--- src/rtl/ysyx_22050019_rd_arbiter.sv ---
// Two-master, one-slave AXI-lite read arbiter.
// The IFU and LSU share a single memory read port, and only one read is in
// flight at a time. The LSU has fixed priority. A starvation streak counter
// hands the IFU a contested grant after STARVE_MAX contested LSU wins in a row.
module ysyx_22050019_rd_arbiter #(
  parameter int STARVE_MAX = 4
) (
  input  logic        clk,
  input  logic        rst_n,        // active-high synchronous reset

  input  logic        ifu_arvalid,
  input  logic [63:0] ifu_araddr,
  output logic        ifu_arready,
  output logic        ifu_rvalid,
  input  logic        ifu_rready,
  output logic [63:0] ifu_rdata,
  output logic [1:0]  ifu_rresp,

  input  logic        lsu_arvalid,
  input  logic [63:0] lsu_araddr,
  output logic        lsu_arready,
  output logic        lsu_rvalid,
  input  logic        lsu_rready,
  output logic [63:0] lsu_rdata,
  output logic [1:0]  lsu_rresp,

  output logic        s_arvalid,
  output logic [63:0] s_araddr,
  input  logic        s_arready,
  input  logic        s_rvalid,
  output logic        s_rready,
  input  logic [63:0] s_rdata,
  input  logic [1:0]  s_rresp,

  output logic [1:0]  grant_o
);

  localparam logic [3:0] STARVE_LIM = 4'(STARVE_MAX);

  typedef enum logic [2:0] {
    IDLE   = 3'd0,
    IFU_AR = 3'd1,
    IFU_R  = 3'd2,
    LSU_AR = 3'd3,
    LSU_R  = 3'd4
  } state_e;

  state_e     state_q, state_d;
  logic [3:0] streak_q, streak_d;

  // State and starvation counter registers; reset returns straight to IDLE.
  always_ff @(posedge clk) begin
    if (rst_n) begin
      state_q  <= IDLE;
      streak_q <= 4'd0;
    end else begin
      state_q  <= state_d;
      streak_q <= streak_d;
    end
  end

  // Next-state logic: arbitration only in IDLE, then follow the owner's
  // AR handshake followed by its R handshake.
  always_comb begin
    state_d  = state_q;
    streak_d = streak_q;
    case (state_q)
      IDLE: begin
        if (lsu_arvalid && ifu_arvalid) begin
          if (streak_q == STARVE_LIM) begin
            state_d  = IFU_AR;
            streak_d = 4'd0;
          end else begin
            state_d  = LSU_AR;
            streak_d = (streak_q < STARVE_LIM) ? streak_q + 4'd1 : STARVE_LIM;
          end
        end else if (lsu_arvalid) begin
          // uncontested LSU grant: the IFU was not waiting, so the streak resets
          state_d  = LSU_AR;
          streak_d = 4'd0;
        end else if (ifu_arvalid) begin
          state_d  = IFU_AR;
          streak_d = 4'd0;
        end
      end
      IFU_AR: if (ifu_arvalid && s_arready) state_d = IFU_R;
      IFU_R:  if (s_rvalid && ifu_rready)   state_d = IDLE;
      LSU_AR: if (lsu_arvalid && s_arready) state_d = LSU_R;
      LSU_R:  if (s_rvalid && lsu_rready)   state_d = IDLE;
      default: state_d = IDLE;
    endcase
  end

  // Channel steering: outputs are pure decode of state plus the owner's inputs.
  always_comb begin
    s_arvalid   = 1'b0;
    s_araddr    = 64'd0;
    s_rready    = 1'b0;
    ifu_arready = 1'b0;
    lsu_arready = 1'b0;
    ifu_rvalid  = 1'b0;
    lsu_rvalid  = 1'b0;
    grant_o     = 2'b00;
    case (state_q)
      IFU_AR: begin
        s_arvalid   = ifu_arvalid;
        s_araddr    = ifu_araddr;
        ifu_arready = s_arready;
        grant_o     = 2'b01;
      end
      IFU_R: begin
        s_rready   = ifu_rready;
        ifu_rvalid = s_rvalid;
        grant_o    = 2'b01;
      end
      LSU_AR: begin
        s_arvalid   = lsu_arvalid;
        s_araddr    = lsu_araddr;
        lsu_arready = s_arready;
        grant_o     = 2'b10;
      end
      LSU_R: begin
        s_rready   = lsu_rready;
        lsu_rvalid = s_rvalid;
        grant_o    = 2'b10;
      end
      default: ;
    endcase
  end

  // Read data and response fan out to both masters; only rvalid qualifies them.
  assign ifu_rdata = s_rdata;
  assign ifu_rresp = s_rresp;
  assign lsu_rdata = s_rdata;
  assign lsu_rresp = s_rresp;

endmodule

--- config.mk ---
export PLATFORM = sky130hd
export DESIGN_NAME = ysyx_22050019_rd_arbiter
export DESIGN_NICKNAME = d
export VERILOG_FILES = /design/src/rtl/ysyx_22050019_rd_arbiter.sv
export SDC_FILE = /design/constraint.sdc
export NUM_CORES = 1
export LEC_CHECK = 0
export CAP_MARGIN = 20
export CORE_AREA = 5 5 155 157
export DETAILED_ROUTE_END_ITERATION = 10
export DIE_AREA = 0 0 160 162
export DONT_BUFFER_PORTS = 1
export GPL_ROUTABILITY_DRIVEN = 1
export SLEW_MARGIN = 40
export SYNTH_ARGS = -nofsm -noshare
export SYNTH_HDL_FRONTEND = slang
export SYNTH_SLANG_ARGS = --single-unit
--- constraint.sdc ---
create_clock -name clk -period 1.73 [get_ports clk]
set_input_delay 0.0865 -clock clk [delete_from_list [all_inputs] [get_ports clk]]
set_output_delay 0.0865 -clock clk [all_outputs]
set_load 0.005 [all_outputs]
==> impl_metrics.env <==
export IMPL_status="finished clean"
export IMPL_startpoint_type="flip-flop"
export IMPL_leakage_nw=0.490
export IMPL_regToRegSetupSlack_ns=0.24
export IMPL_power_density_nw_per_um2=779
export IMPL_synth_top_family_by_area="buffers and inverters"
export IMPL_first_pass_iters=4
export IMPL_startpoint="state_q[2]"
export IMPL_grt_pass1_vias=1550
export IMPL_power_mw=1.24
export IMPL_synth_seq_cells=7
export IMPL_min_to="streak_q[2]"
export IMPL_drt_iter0_markers=66
export IMPL_synth_edf_count=0
export IMPL_cts_tree="built"
export IMPL_dp_slack_ns=0.257
export IMPL_core_region_area_um2=22400
export IMPL_clk_path_buf_depth=2
export IMPL_synth_cells=276
export IMPL_netlist_area_um2=2130
export IMPL_path_clk_slew_ns=0.04
export IMPL_min_delay_start="lsu_arvalid"
export IMPL_n_fill_cell=2609
export IMPL_synth_compound_area_share_pct=31.2
export IMPL_clk_latency_ns=0.23
export IMPL_fin_skew_ns=0.000946
export IMPL_fin_setup_tns_ns=0
export IMPL_worstPathRequired_ns=1.64
export IMPL_htree_levels=1
export IMPL_hp_class="primary input to flip-flop"
export IMPL_end_kind="output port"
export IMPL_antenna_found_initial=1
export IMPL_fmax_mhz=617
export IMPL_multiInputGateArea_um2=903
export IMPL_drive_gt1_share_pct=13.0
export IMPL_synth_simple_area_share_pct=9.35
export IMPL_rsz0062_at_grt="no"
export IMPL_syn2layout_area_growth_pct=-24.9
export IMPL_fin_ws_ns=0.109
export IMPL_yosysSeqAreaShare_pct=6.58
export IMPL_timing_final_crit_period_ns=1.62
export IMPL_die_area_um2=25900
export IMPL_synthTopCellsByCount="buf_4 (133), a22o_1 (65), buf_2 (8), clkbuf_1 (8)"
export IMPL_min_path_cells=2
export IMPL_tightestPinTransition_ns=0.469
export IMPL_fin_nets=343
export IMPL_ys_warn_count=0
export IMPL_ys_types=32
export IMPL_dr_total_vias=1496
export IMPL_crit_arrival_ns=1.53
export IMPL_drt_wirelength_per_cell_um=24.8
export IMPL_slew_violations=0
export IMPL_fin_crit_sh_pct=93.7
export IMPL_whs_ns=0.00876
export IMPL_drt_wl_total_mm=10.5
export IMPL_grt_first_pass_wirelength_mm=13.1
export IMPL_path_class="flip-flop to output port"
export IMPL_start_util_pct=9.52
export IMPL_synth_mux_area_share_pct=0
export IMPL_ir_drop_mv=0.235
export IMPL_cap_violations=0
export IMPL_regToRegStartpoint="state_q[2]"
export IMPL_cts_root_buffer="clkbuf_16"
export IMPL_portBuffers=0
export IMPL_final_core_util_pct=7.14
export IMPL_synth_fp_nets=480
export IMPL_die_width_um=160
export IMPL_r2r_cells=3
export IMPL_ant_nets=0
export IMPL_synthTopCellsByArea="buf_4 (47%), a22o_1 (27%), dfxtp_1 (6.6%)"
export IMPL_synth_adder_area_share_pct=1.18
export IMPL_via_per_inst=3.53
export IMPL_place_congestion=0.662
export IMPL_cts_setup_buffers=0
export IMPL_dpl_hpwl_mm=9.45
export IMPL_critPathMaxFanout=37
export IMPL_io_pins=406
export IMPL_num_rows=55
export IMPL_overflow=0
export IMPL_synth_xor_area_share_pct=0.412
export IMPL_cts_sinks=7
export IMPL_yosysMostFrequentCell="buf_4"
export IMPL_drc=0
export IMPL_syn_mean_instance_area_um2=7.71
export IMPL_synth_top_area_share_pct=46.9
export IMPL_slew_headroom_pct=68.5
export IMPL_setup_violations=0
export IMPL_grtUsageTotal_pct=7.16
export IMPL_seq_area_um2=141
export IMPL_synth_async_reset_ratio_pct=0
export IMPL_rr_endpoint="streak_q[0]"
export IMPL_grt_max_degree=38
export IMPL_cts_buffers=3
export IMPL_synth_ff_type="dfxtp_1"
export IMPL_hold_viol=0
export IMPL_synth_top_cell_by_area="buf_4"
export IMPL_fp_dieH_um=162
[worst max-delay path, cell delays in order, from the launching register on]
cell,delay [ns]
dfxtp_1,0.49
and3b_2,0.29
buf_12,0.17
or2_2,0.34
[logic make-up (layout without fill, tap and decap cells)]
group,Yosys count,count (layout)
adders and majority gates,2,2
xor gates and xnor gates,1,1
other,0,1
AOI/OAI and AO/OA,80,80
buffers and inverters,153,15
and+or+nand+nor,33,33
DFF,7,7
[cell usage in the layout (no fill, tap or decap), types with 2 or more instances in the layout]
master / Yosys / layout
nand3_1: 3 / 3
nor2_1: 3 / 3
dfxtp_1: 7 / 6
and2_1: 4 / 4
buf_12: 0 / 3
inv_1: 3 / 3
clkbuf_16: 0 / 3
ha_1: 2 / 2
a21oi_1: 7 / 7
nand2_1: 7 / 7
nand3b_1: 2 / 2
nor3b_1: 3 / 2
a22o_1: 65 / 65
o21ai_0: 2 / 2
buf_4: 133 / 3
or2_2: 3 / 3
[area by class of cell]
cell class | count | share of cell area, %
Tap cell | 285 | 22.3
Antenna cell | 1 | 0.157
Multi-Input combinational cell | 116 | 56.5
Sequential cell | 7 | 8.85
Clock buffer | 4 | 4.93
Timing Repair Buffer | 8 | 6.50
Inverter | 3 | 0.705
[sequential cells by signal, indices dropped and copies added (netlist names)]
register / count
streak_q: 4
state_q: 3
[where the power goes]
group	internal, mW	switching [mW]
Sequential	0.175	0.0186
Clock	0.307	0.0907
Combinational	0.278	0.375
[metal layers]
| layer | share of wire (%) | wire length [µm] | global-route usage, % | up-vias |
|---|---|---|---|---|
| met3 | 20 | 2110 | 5.68 | 38 |
| met1 | 30 | 3170 | 6.69 | 639 |
| li1 | - | - | - | 574 |
| met5 | 0.26 | 27 | 0.758 | - |
| met4 | 4.2 | 440 | 3.68 | 2 |
| met2 | 45 | 4770 | 11.2 | 243 |
[worst max path at each step]
stage	endpoint	slack, ns	depth (start not counted)
finish	grant_o[1]	0.11	3
global route	s_araddr[47]	0.002	3
CTS	s_araddr[14]	0.05	3
detailed placement	streak_q[0]	0.26	3
global placement	streak_q[0]	0.26	3
floorplan	s_araddr[19]	0.29	5
[repair_timing]
action / CTS / global route
hold buffers: 1 / 0
hold endpoints to repair: 5 / 0
setup endpoints to repair: 0 / 31
gates resized for setup: 0 / 2
[per-stage QoR]
| step | std cells | instance area, µm² |
|---|---|---|
| final | 424 | 1600 |
| after global routing | 424 | 1600 |
| after CTS | 423 | 1590 |
| after detailed placement | 418 | 1500 |
| after global placement | 418 | 1500 |
| after floorplan | 276 | 2130 |
(Power assumes the default switching activity.)
